### src/rtl/core_sequencer.sv
// Fetch/decode/execute sequencer that owns the PC and instruction register.
// Define SEQ_SINGLE_STEP_EN so that every retire parks in IDLE (one instruction per start).
module core_sequencer #(
  parameter int unsigned     PC_W     = 8,
  parameter int unsigned     INSTR_W  = 8,
  parameter logic [PC_W-1:0] RESET_PC = {PC_W{1'b0}}
) (
  input  logic               clk,
  input  logic               rst_n,
  input  logic               start,
  input  logic               halt_req,
  output logic               imem_req,
  output logic [PC_W-1:0]    imem_addr,
  input  logic               imem_ack,
  input  logic [INSTR_W-1:0] imem_rdata,
  output logic [INSTR_W-1:0] ir,
  input  logic               dec_reg_we,
  input  logic               dec_mem_we,
  input  logic               dec_illegal,
  output logic               reg_we,
  output logic               dmem_req,
  input  logic               dmem_ack,
  output logic [PC_W-1:0]    pc,
  output logic               busy,
  output logic               retired,
  output logic               fault
);

  typedef enum logic [2:0] {
    S_IDLE   = 3'd0,
    S_FETCH  = 3'd1,
    S_DECODE = 3'd2,
    S_EXEC   = 3'd3,
    S_STORE  = 3'd4,
    S_FAULT  = 3'd5
  } state_t;

  state_t             state_q, state_d;
  logic [PC_W-1:0]    pc_q, pc_d;
  logic [INSTR_W-1:0] ir_q, ir_d;
  logic               halt_pend_q, halt_pend_d;
  logic               stop_at_retire;

  assign busy      = (state_q != S_IDLE) && (state_q != S_FAULT);
  assign fault     = (state_q == S_FAULT);
  assign pc        = pc_q;
  assign imem_addr = pc_q;
  assign ir        = ir_q;

`ifdef SEQ_SINGLE_STEP_EN
  assign stop_at_retire = 1'b1;
`else
  // A halt raised in the retire cycle itself still stops this retire.
  assign stop_at_retire = halt_pend_q | halt_req;
`endif

  always_ff @(posedge clk or negedge rst_n) begin
    if (!rst_n) begin
      state_q     <= S_IDLE;
      pc_q        <= RESET_PC;
      ir_q        <= {INSTR_W{1'b0}};
      halt_pend_q <= 1'b0;
    end else begin
      state_q     <= state_d;
      pc_q        <= pc_d;
      ir_q        <= ir_d;
      halt_pend_q <= halt_pend_d;
    end
  end

  always_comb begin
    state_d  = state_q;
    pc_d     = pc_q;
    ir_d     = ir_q;
    imem_req = 1'b0;
    reg_we   = 1'b0;
    dmem_req = 1'b0;
    retired  = 1'b0;
    case (state_q)
      S_IDLE: begin
        if (start) state_d = S_FETCH;
        else       state_d = S_IDLE;
      end
      S_FETCH: begin
        imem_req = 1'b1;
        if (imem_ack) begin
          ir_d    = imem_rdata;
          pc_d    = pc_q + {{(PC_W-1){1'b0}}, 1'b1};
          state_d = S_DECODE;
        end else begin
          state_d = S_FETCH;
        end
      end
      S_DECODE: begin
        if (dec_illegal) state_d = S_FAULT;
        else             state_d = S_EXEC;
      end
      S_EXEC: begin
        if (dec_mem_we) begin
          state_d = S_STORE;
        end else begin
          reg_we  = dec_reg_we;
          retired = 1'b1;
          state_d = stop_at_retire ? S_IDLE : S_FETCH;
        end
      end
      S_STORE: begin
        dmem_req = 1'b1;
        if (dmem_ack) begin
          retired = 1'b1;
          state_d = stop_at_retire ? S_IDLE : S_FETCH;
        end else begin
          state_d = S_STORE;
        end
      end
      S_FAULT: state_d = S_FAULT;
      default: state_d = S_IDLE;
    endcase
    // Entering IDLE consumes any pending halt.
    halt_pend_d = (state_d == S_IDLE) ? 1'b0 : (halt_pend_q | (busy & halt_req));
  end

endmodule

### config.mk
export PLATFORM = sky130hd
export DESIGN_NAME = core_sequencer
export DESIGN_NICKNAME = d
export VERILOG_FILES = /design/src/rtl/core_sequencer.sv
export SDC_FILE = /design/constraint.sdc
export NUM_CORES = 1
export LEC_CHECK = 0
export ABC_AREA = 1
export BUFFER_PORTS_ARGS = -buffer_cell sky130_fd_sc_hd__buf_2
export CORE_MARGIN = 5
export CORE_UTILIZATION = 46
export CTS_CLUSTER_SIZE = 40
export DETAILED_ROUTE_END_ITERATION = 6
export PLACE_DENSITY = 0.78
export SETUP_SLACK_MARGIN = 0.2
export SLEW_MARGIN = 20
export SYNTH_ARGS = -nofsm -noshare
export SYNTH_HDL_FRONTEND = slang
export SYNTH_SLANG_ARGS = --single-unit
### constraint.sdc
create_clock -name clk -period 1.4 [get_ports clk]
set_input_delay 0.28 -clock clk [delete_from_list [all_inputs] [get_ports clk]]
set_output_delay 0.28 -clock clk [all_outputs]
set_load 0.01 [all_outputs]
==> run_results.csv, run 1 <==
group,metric,value,unit
drt,routedWlPerCell,14.2,µm
critical_path,cp_slowest_stage_delay,480,ps
layout,finalNetCount,206,
cts,clkLatencyLatePin,300,ps
timing,setup_violations,9,
critical_path,crit_type,"flip-flop to primary output",
layout,fillers,158,
timing,fin_crit,1550,ps
layout,area_growth,60.2,%
logic_synthesis,netlist_instances,125,
drt,via_per_inst,4.87,
layout,drive_gt1_frac,0.658,
critical_path,rrSetupSlack,-40,ps
drt,drcViolationCount,0,
drt,first_pass_iters,4,
global_routing,antenna_found_initial,0,
cts,clockRootBuffer,"clkbuf_4",
die,start_util,0.482,
cts,cts_buffers,3,
global_routing,grt.overflow.total,0,
logic_synthesis,yosysSeqAreaShare,0.469,
die,dieArea,0.00338,mm²
critical_path,crit_buf_inv,1,
logic_synthesis,netlist.area_leader.share,0.469,
timing,slew_viol_final,0,
timing,setup_ws,-149,ps
logic_synthesis,synth.largest_area_cell,"dfrtp_1",
logic_synthesis,synth_enable_flop_cells,0,
logic_synthesis,synthArstFlopShare,1.00,
critical_path,crit_cells,4,
timing,rsz0062_at_grt,"true",
placement,placed_area,0.00126,mm²
layout,final_area,0.00171,mm²
die,ios,47,
logic_synthesis,syn_nets,143,
cts,cts_tree,"done",
logic_synthesis,ys_seq_elements,20,
critical_path,crit_fanout,6,
logic_synthesis,synth_cell_types,21,
drt,drt_wl_total,3060,µm
layout,antennaDiodeCount,0,
worst_hold_path,min_from,"imem_rdata[7]",
timing,slew-limit-headroom,0.708,
global_routing,grt_pass1_wl,4080,µm
critical_path,endpoint_kind,"primary output",
die,num_rows,17,
status,status,"finished with violations",
pwr,p_leak,0.000979,µW
placement,globalplace.congestion,0.724,
critical_path,cp.arrival,1270,ps
timing,max_freq,645,MHz
critical_path,crit_slowest_cell,"dfrtp_2",
timing,skew,1.41,ps
placement,dpl.hpwl,1860,µm
worst_hold_path,worstHoldPathCells,3,
logic_synthesis,ys.flop_type,"dfrtp_1",
global_routing,track_usage,0.156,
worst_hold_path,hold_path_class,"input pin to flip-flop",
cts,cts_max_level,1,
critical_path,crit_required,1120,ps
die,die_x,58.1,µm
logic_synthesis,synthesis.area,0.00107,mm²
cts,clockBufferDepth,2,
drt,drtAntennaViolNets,0,
logic_synthesis,synth.avg_cell_area,8.53,µm²
timing,finalHoldViolCount,0,
pwr,power,3380,µW
timing,worst_slew_pin_slew,437,ps
flow_run,max_cap_violations,0,
global_routing,grt_pass1_vias,957,
status,violations,"setup timing",
critical_path,worstPathCellList,"nor3_4, nand2_1, o21ai_2, buf_2",
pwr,power.density,1980,mW/mm²
drt,num_vias,1046,
critical_path,path_delay_family,"flip-flops",
cts,numClockSinks,20,
critical_path,reg2reg_depth,6,
die,fp.dieH,58.1,µm
timing,whs,176,ps
critical_path,rr_startpoint,"state_q[1]",
global_routing,grt_max_degree,21,
critical_path,r2r_end,"imem_addr[4]",
worst_hold_path,hold_end,"ir[7]",
placement,io_buffers,46,
pwr,irDropWorstVdd,1.38,mV
cts,clk_pin_slew,110,ps
critical_path,startpoint_type,"flip-flop",
timing,finalCritPeriodShare,1.11,
logic_synthesis,synth_warnings,0,
timing,fin_setup_tns,-626,ps
drt,drt_iter0_drc,25,
logic_synthesis,ys_top_cells_by_area,"dfrtp_1 (47%), nand2_1 (13%), buf_4 (7.0%), nand3_1 (5.2%), inv_1 (4.2%)",
die,core,0.00221,mm²
==> worst max-delay path by stage <==
stage               start       to
4_1_cts        state_q[0]  retired
2_1_floorplan  state_q[1]  retired
6_report       state_q[0]  retired
3_5_place_dp   state_q[1]     busy
5_1_grt        state_q[0]  retired
3_3_place_gp   state_q[1]     busy
==> area by class of cell <==
class / instances / area [µm²] / area share
repair buffers: 68 / 470 / 0.275
clock buffers: 4 / 36.3 / 0.0212
inverters: 15 / 73.8 / 0.0432
repair inverters: 1 / 11.3 / 0.00659
flip-flops and latches: 20 / 509 / 0.298
multi-input cells: 79 / 572 / 0.335
well taps: 28 / 35.0 / 0.0205
==> state kept, by name, summed over array words and instances, names as in the netlist <==
name,count
ir,8
state_q,3
imem_addr,8
halt_pend_q,1
==> placed cells by master (no fill, tap or decap) <==
cell / instances
a21oi_2: 1
a31o_2: 1
buf_2: 38
buf_4: 16
buf_6: 12
buf_8: 1
clkbuf_4: 3
clkbuf_8: 1
clkinv_8: 1
dfrtp_1: 13
dfrtp_2: 7
dlygate4sd3_1: 1
ha_1: 1
inv_1: 10
inv_2: 2
inv_4: 2
inv_8: 1
nand2_1: 16
nand2_2: 15
nand2_4: 6
nand3_1: 7
nand3_2: 4
nand4_1: 3
nand4_4: 1
nor2_1: 10
nor2_2: 2
nor2_4: 2
nor3_4: 2
o21ai_2: 1
xnor2_1: 1
xnor2_2: 3
xor2_1: 2
xor2_2: 1
==> per-stage QoR <==
stage | std cells | worst slack, ps | utilization
floorplan | 125 | 220 | -
global placement | 189 | 108 | 0.570
detailed placement | 189 | 46.7 | 0.570
CTS | 205 | -143 | 0.676
global route | 215 | -219 | 0.772
finish | 215 | -149 | 0.772
==> worst register-to-register path, delay by kind of cell, from the launching register on <==
family | cells | cell delay (ps)
DFF | 1 | 490
xor gates and xnor gates | 1 | 200
buffers and inverters | 2 | 180
and+or+nand+nor | 3 | 480
==> synth_stat cells, types with 2 or more instances <==
| cell | count |
|---|---|
| xnor2_1 | 4 |
| nand4_1 | 3 |
| nand2_1 | 37 |
| nand3_1 | 11 |
| nor2_2 | 2 |
| inv_4 | 2 |
| xor2_1 | 3 |
| buf_4 | 10 |
| inv_1 | 12 |
| nor2_1 | 11 |
| dfrtp_1 | 20 |
==> layer usage <==
metal	up-vias	wire [µm]	global-route usage
met5	-	0	0
met4	0	67	0.0662
met3	6	216	0.0356
met2	40	1660	0.295
met1	501	1120	0.164
li1	499	-	-
==> repair_timing <==
action | CTS | global route
gates resized for setup | 30 | 37
hold buffers | 1 | 0
pin swaps | 7 | 11
endpoints found under the setup margin | 24 | 38
hold endpoints to repair | 20 | 0
buffers inserted | 11 | 9
cloned | 0 | 1
==> logic make-up after synthesis <==
| group | after synthesis | synth area share |
|---|---|---|
| adder cells (fa/ha/maj) | 1 | 0.0117 |
| buffers and inverters | 26 | 0.138 |
| AND/OR/NAND/NOR | 68 | 0.305 |
| flip-flops | 20 | 0.469 |
| XOR/XNOR | 7 | 0.0575 |
| AO/OA/AOI/OAI | 3 | 0.0176 |
==> power by group <==
group	switching, µW	internal [µW]
combinational	993	948
clock	174	159
sequential	293	812
total	1460	1920
No activity file was read; power rests on OpenSTA's default activity.
==> run 2, diff against run 1 <==
--- a/config.mk
+++ b/config.mk
@@ -11,7 +11,7 @@
 export CORE_UTILIZATION = 46
 export CTS_CLUSTER_SIZE = 40
 export DETAILED_ROUTE_END_ITERATION = 6
-export PLACE_DENSITY = 0.78
+export PLACE_DENSITY_LB_ADDON = 0.05
 export SETUP_SLACK_MARGIN = 0.2
 export SLEW_MARGIN = 20
 export SYNTH_ARGS = -nofsm -noshare
==> run_results.csv, run 2 (same netlist as run 1, synthesis figures left out) <==
group,metric,value,unit
placement,dpl.hpwl,1760,µm
critical_path,startpoint_type,"flip-flop",
cts,cts_max_level,1,
layout,finalNetCount,203,
cts,clk_pin_slew,110,ps
layout,final_common_cell,"buf_2",
placement,globalplace.congestion,0.882,
timing,setup_violations,6,
cts,clockRootBuffer,"clkbuf_4",
critical_path,endpoint_kind,"primary output",
drt,via_per_inst,4.64,
critical_path,cp.arrival,1260,ps
pwr,irDropWorstVdd,1.04,mV
cts,cts_buffers,3,
drt,routedWlPerCell,12.1,µm
drt,num_vias,978,
die,core,0.00221,mm²
timing,slew-limit-headroom,0.696,
critical_path,rrSetupSlack,10,ps
global_routing,grt_pass1_vias,1014,
placement,io_buffers,46,
layout,final_cell_mix,"buf_2 (39), nand2_1 (36), buf_4 (16)",
timing,rsz0062_at_grt,"true",
drt,drt_wl_total,2550,µm
placement,dp_slack,57.0,ps
critical_path,reg2reg_depth,9,
worst_hold_path,hold_end,"ir[2]",
global_routing,grt_pass1_wl,4200,µm
status,violations,"setup timing",
timing,skew,6.05,ps
critical_path,crit_fanout,6,
die,start_util,0.482,
timing,slew_viol_final,0,
pwr,power.density,1910,mW/mm²
cts,cts_tree,"done",
cts,numClockSinks,20,
critical_path,crit_slowest_cell,"dfrtp_2",
layout,area_growth,47.5,%
die,num_rows,17,
drt,drcViolationCount,0,
die,fp.dieH,58.1,µm
critical_path,path_delay_family,"flip-flops",
status,status,"finished with violations",
pwr,p_leak,0.000894,µW
flow_run,max_cap_violations,0,
timing,worst_slew_pin_slew,456,ps
global_routing,grt_max_degree,21,
critical_path,cp_slowest_stage_delay,460,ps
global_routing,antenna_found_initial,0,
pwr,power,3010,µW
critical_path,rr_startpoint,"state_q[0]",
worst_hold_path,min_from,"imem_rdata[2]",
die,die_x,58.1,µm
critical_path,worstPathCellList,"inv_4, nand3_1, o21ai_2, buf_2",
critical_path,crit_type,"flip-flop to primary output",
drt,drtAntennaViolNets,0,
drt,first_pass_iters,4,
timing,setup_ws,-142,ps
critical_path,r2r_end,"halt_pend_q",
worst_hold_path,worstHoldPathCells,3,
global_routing,grt.overflow.total,0,
critical_path,crit_required,1120,ps
layout,drive_gt1_frac,0.530,
cts,clkLatencyLatePin,290,ps
die,dieArea,0.00338,mm²
die,ios,47,
timing,finalCritPeriodShare,1.10,
global_routing,track_usage,0.157,
timing,fin_crit,1540,ps
timing,finalHoldViolCount,0,
timing,whs,174,ps
critical_path,crit_buf_inv,2,
cts,clockBufferDepth,2,
worst_hold_path,hold_path_class,"input pin to flip-flop",
timing,max_freq,648,MHz
layout,antennaDiodeCount,0,
drt,drt_iter0_drc,25,
-- run 2: changes by cell type in the layout (fill, tap and decap cells not counted), sizes merged --
cell,before,now
inv,15,14
clkbuf,4,3
buf,67,65
-- run 2: layout make-up --
cell class	count	area, µm²
Clock buffer	3	22.5
Fill cell	183	639
Inverter	15	73.8
Multi-Input combinational cell	79	487
Sequential cell	20	508
Tap cell	28	35.0
Timing Repair Buffer	66	447
-- run 2: worst reg2reg max path: stages, from the launching register on --
cell and delay, ps:
dfrtp_2 470, buf_4 140, buf_4 110, inv_1 60
nand3_1 110, nand2_1 70, nor2_2 120, nand3_2 90
nor2_1 90, nor2_1 40
-- run 2: repair_timing --
item / 4_1_cts / 5_1_grt
endpoints found under the hold margin: 20 / 0
setup endpoints to repair: 27 / 38
pin swaps: 7 / 6
cloned: 0 / 0
hold buffers: 1 / 0
resized for setup: 19 / 13
buffers inserted: 14 / 4
-- run 2: routing by layer --
layer / vias to the layer above / GRT usage / share of wire
met1: 446 / 0.194 / 0.42
met5: - / 0 / 0
met3: 2 / 0.0245 / 0.048
met2: 29 / 0.279 / 0.52
li1: 501 / - / -
met4: 0 / 0.0464 / 0.0055
-- run 2: report_power, final --
part	internal (µW)	total [µW]	leakage, µW	switching, µW
clock	99.8	263	0.0000138	163
combinational	852	1700	0.000632	851
sequential	809	1040	0.000248	234
-- run 2: through the flow --
step,TNS [ps],instance area (µm²),utilization,instances
floorplan,0,1070,-,125
global placement,0,1260,0.570,189
detailed placement,0,1260,0.570,189
CTS,-755,1490,0.672,207
global route,-2000,1570,0.711,211
finish,-541,1570,0.711,211
-- run 2: worst max-delay path by stage --
stage                           from       to  cells past startpoint
after floorplan           state_q[1]  retired                      4
after global placement    state_q[0]  retired                      3
after detailed placement  state_q[1]    ir[0]                      5
after CTS                 state_q[2]  retired                      5
after global routing      state_q[0]  retired                      4
final                     state_q[2]  retired                      4
==> run 3, diff against run 2 <==
--- a/config.mk
+++ b/config.mk
@@ -6,11 +6,12 @@
 export NUM_CORES = 1
 export LEC_CHECK = 0
 export ABC_AREA = 1
-export BUFFER_PORTS_ARGS = -buffer_cell sky130_fd_sc_hd__buf_2
+export CAP_MARGIN = 10
 export CORE_MARGIN = 5
-export CORE_UTILIZATION = 46
+export CORE_UTILIZATION = 55
 export CTS_CLUSTER_SIZE = 40
 export DETAILED_ROUTE_END_ITERATION = 6
+export DONT_BUFFER_PORTS = 1
 export PLACE_DENSITY_LB_ADDON = 0.05
 export SETUP_SLACK_MARGIN = 0.2
 export SLEW_MARGIN = 20
==> run_results.csv, run 3 (same netlist as run 1, synthesis figures left out) <==
group,metric,value,unit
layout,finalNetCount,158,
critical_path,reg2reg_depth,6,
critical_path,crit_buf_inv,0,
drt,first_pass_iters,4,
drt,routedWlPerCell,14.1,µm
layout,drive_gt1_frac,0.482,
global_routing,grt_pass1_wl,3860,µm
placement,dpl.hpwl,1570,µm
cts,cts_buffers,3,
die,ios,47,
timing,finalCritPeriodShare,1.06,
cts,cts_max_level,1,
layout,stdcell_count,166,
critical_path,cp.arrival,1210,ps
timing,max_freq,673,MHz
drt,via_per_inst,5.02,
pwr,p_leak,0.000712,µW
critical_path,crit_fanout,7,
timing,finalHoldViolCount,0,
cts,clk_pin_slew,120,ps
timing,setup_ws,-86.5,ps
status,status,"finished with violations",
global_routing,grt_pass1_vias,856,
worst_hold_path,min_from,"imem_rdata[4]",
cts,numClockSinks,20,
critical_path,r2r_end,"imem_addr[6]",
pwr,power.density,2120,mW/mm²
placement,globalplace.congestion,0.734,
layout,final_common_cell,"nand2_1",
global_routing,antenna_found_initial,0,
layout,area_growth,32.2,%
critical_path,crit_required,1120,ps
timing,fin_crit,1490,ps
drt,drtAntennaViolNets,0,
critical_path,endpoint_kind,"primary output",
flow_run,max_cap_violations,0,
global_routing,grt.overflow.total,0,
critical_path,rr_startpoint,"state_q[1]",
cts,cts_tree,"done",
cts,clockRootBuffer,"clkbuf_4",
cts,clkLatencyLatePin,300,ps
die,fp.dieH,54.0,µm
drt,num_vias,833,
die,start_util,0.561,
critical_path,worstPathCellList,"nand3_2, o21ai_2",
critical_path,crit_slowest_cell,"dfrtp_2",
timing,slew-limit-headroom,0.407,
layout,finish.utilization,0.741,
critical_path,startpoint_type,"flip-flop",
die,core,0.00190,mm²
timing,skew,0.796,ps
cts,clockBufferDepth,2,
timing,slew_viol_final,0,
timing,whs,71.0,ps
critical_path,rrSetupSlack,10,ps
global_routing,grt_max_degree,21,
global_routing,track_usage,0.186,
status,violations,"setup timing",
die,num_rows,16,
critical_path,crit_type,"flip-flop to primary output",
critical_path,cp_slowest_stage_delay,520,ps
layout,antennaDiodeCount,0,
worst_hold_path,hold_path_class,"input pin to flip-flop",
drt,drt_wl_total,2340,µm
critical_path,path_delay_family,"flip-flops",
drt,drcViolationCount,0,
drt,drt_iter0_drc,4,
die,dieArea,0.00292,mm²
die,die_x,54.0,µm
placement,placed_cells,149,
layout,final_cell_mix,"nand2_1 (21), dfrtp_1 (17), nand2_2 (12)",
timing,rsz0062_at_grt,"true",
worst_hold_path,worstHoldPathCells,2,
placement,io_buffers,0,
worst_hold_path,hold_end,"ir[4]",
pwr,irDropWorstVdd,1.19,mV
timing,worst_slew_pin_slew,890,ps
timing,setup_violations,6,
-- run 3: cell count changes in the layout (fill, tap and decap cells not counted), sizes merged --
cell	previous run	this run
clkbuf	3	4
inv	14	15
dlymetal6s4s	0	1
buf	65	19
dlygate4sd3	1	0
-- run 3: layout make-up --
class	count	area, µm²
inverter	15	78.8
timing repair buffer	20	196
clock buffer	4	36.3
fill	147	493
multi-input combinational	79	551
timing repair inverter	1	8.76
tap	27	33.8
sequential	20	504
-- run 3: worst register-to-register path, stage by stage, from the launching register on --
cell	delay, ps
dfrtp_2	510
inv_4	100
buf_6	100
nand4_4	170
nor2_4	190
nand3_2	80
xnor2_1	120
-- run 3: what timing repair did --
item | in CTS | in global routing
hold buffers | 1 | 0
cloned | 1 | 1
setup buffers | 8 | 2
setup endpoints to repair | 23 | 51
resized for setup | 39 | 18
endpoints found under the hold margin | 20 | 0
pin swaps | 11 | 19
-- run 3: how the worst max path moves through the flow --
stage | start | to | slack, ps | cells after the start
after floorplan | state_q[1] | retired | 220 | 4
after global placement | state_q[1] | busy | 110 | 4
after detailed placement | state_q[1] | ir[0] | 60 | 5
after CTS | state_q[2] | retired | -80 | 4
after global routing | state_q[2] | retired | -200 | 4
final | state_q[1] | retired | -90 | 2
-- run 3: through the flow --
step	cell area (µm²)	setup WS, ps	setup TNS, ps	power [µW]
3_5_place_dp	1080	59.7	0	2040
5_1_grt	1410	-196	-1040	3200
6_report	1410	-86.5	-268	2990
2_1_floorplan	1070	220	0	1890
4_1_cts	1320	-82.9	-258	2780
3_3_place_gp	1080	106	0	2010
-- run 3: power breakdown --
| group | total, µW | leakage, µW | internal [µW] | switching, µW |
|---|---|---|---|---|
| Combinational | 1530 | 0.000438 | 709 | 816 |
| Sequential | 1120 | 0.000253 | 803 | 319 |
| Clock | 338 | 0.0000210 | 158 | 180 |
-- run 3: layer usage --
| metal | track usage | vias up | share of wire |
|---|---|---|---|
| met3 | 0.0499 | 2 | 0.083 |
| li1 | - | 406 | - |
| met1 | 0.240 | 395 | 0.40 |
| met2 | 0.300 | 30 | 0.51 |
| met5 | 0 | - | 0 |
| met4 | 0.0622 | 0 | 0.0051 |
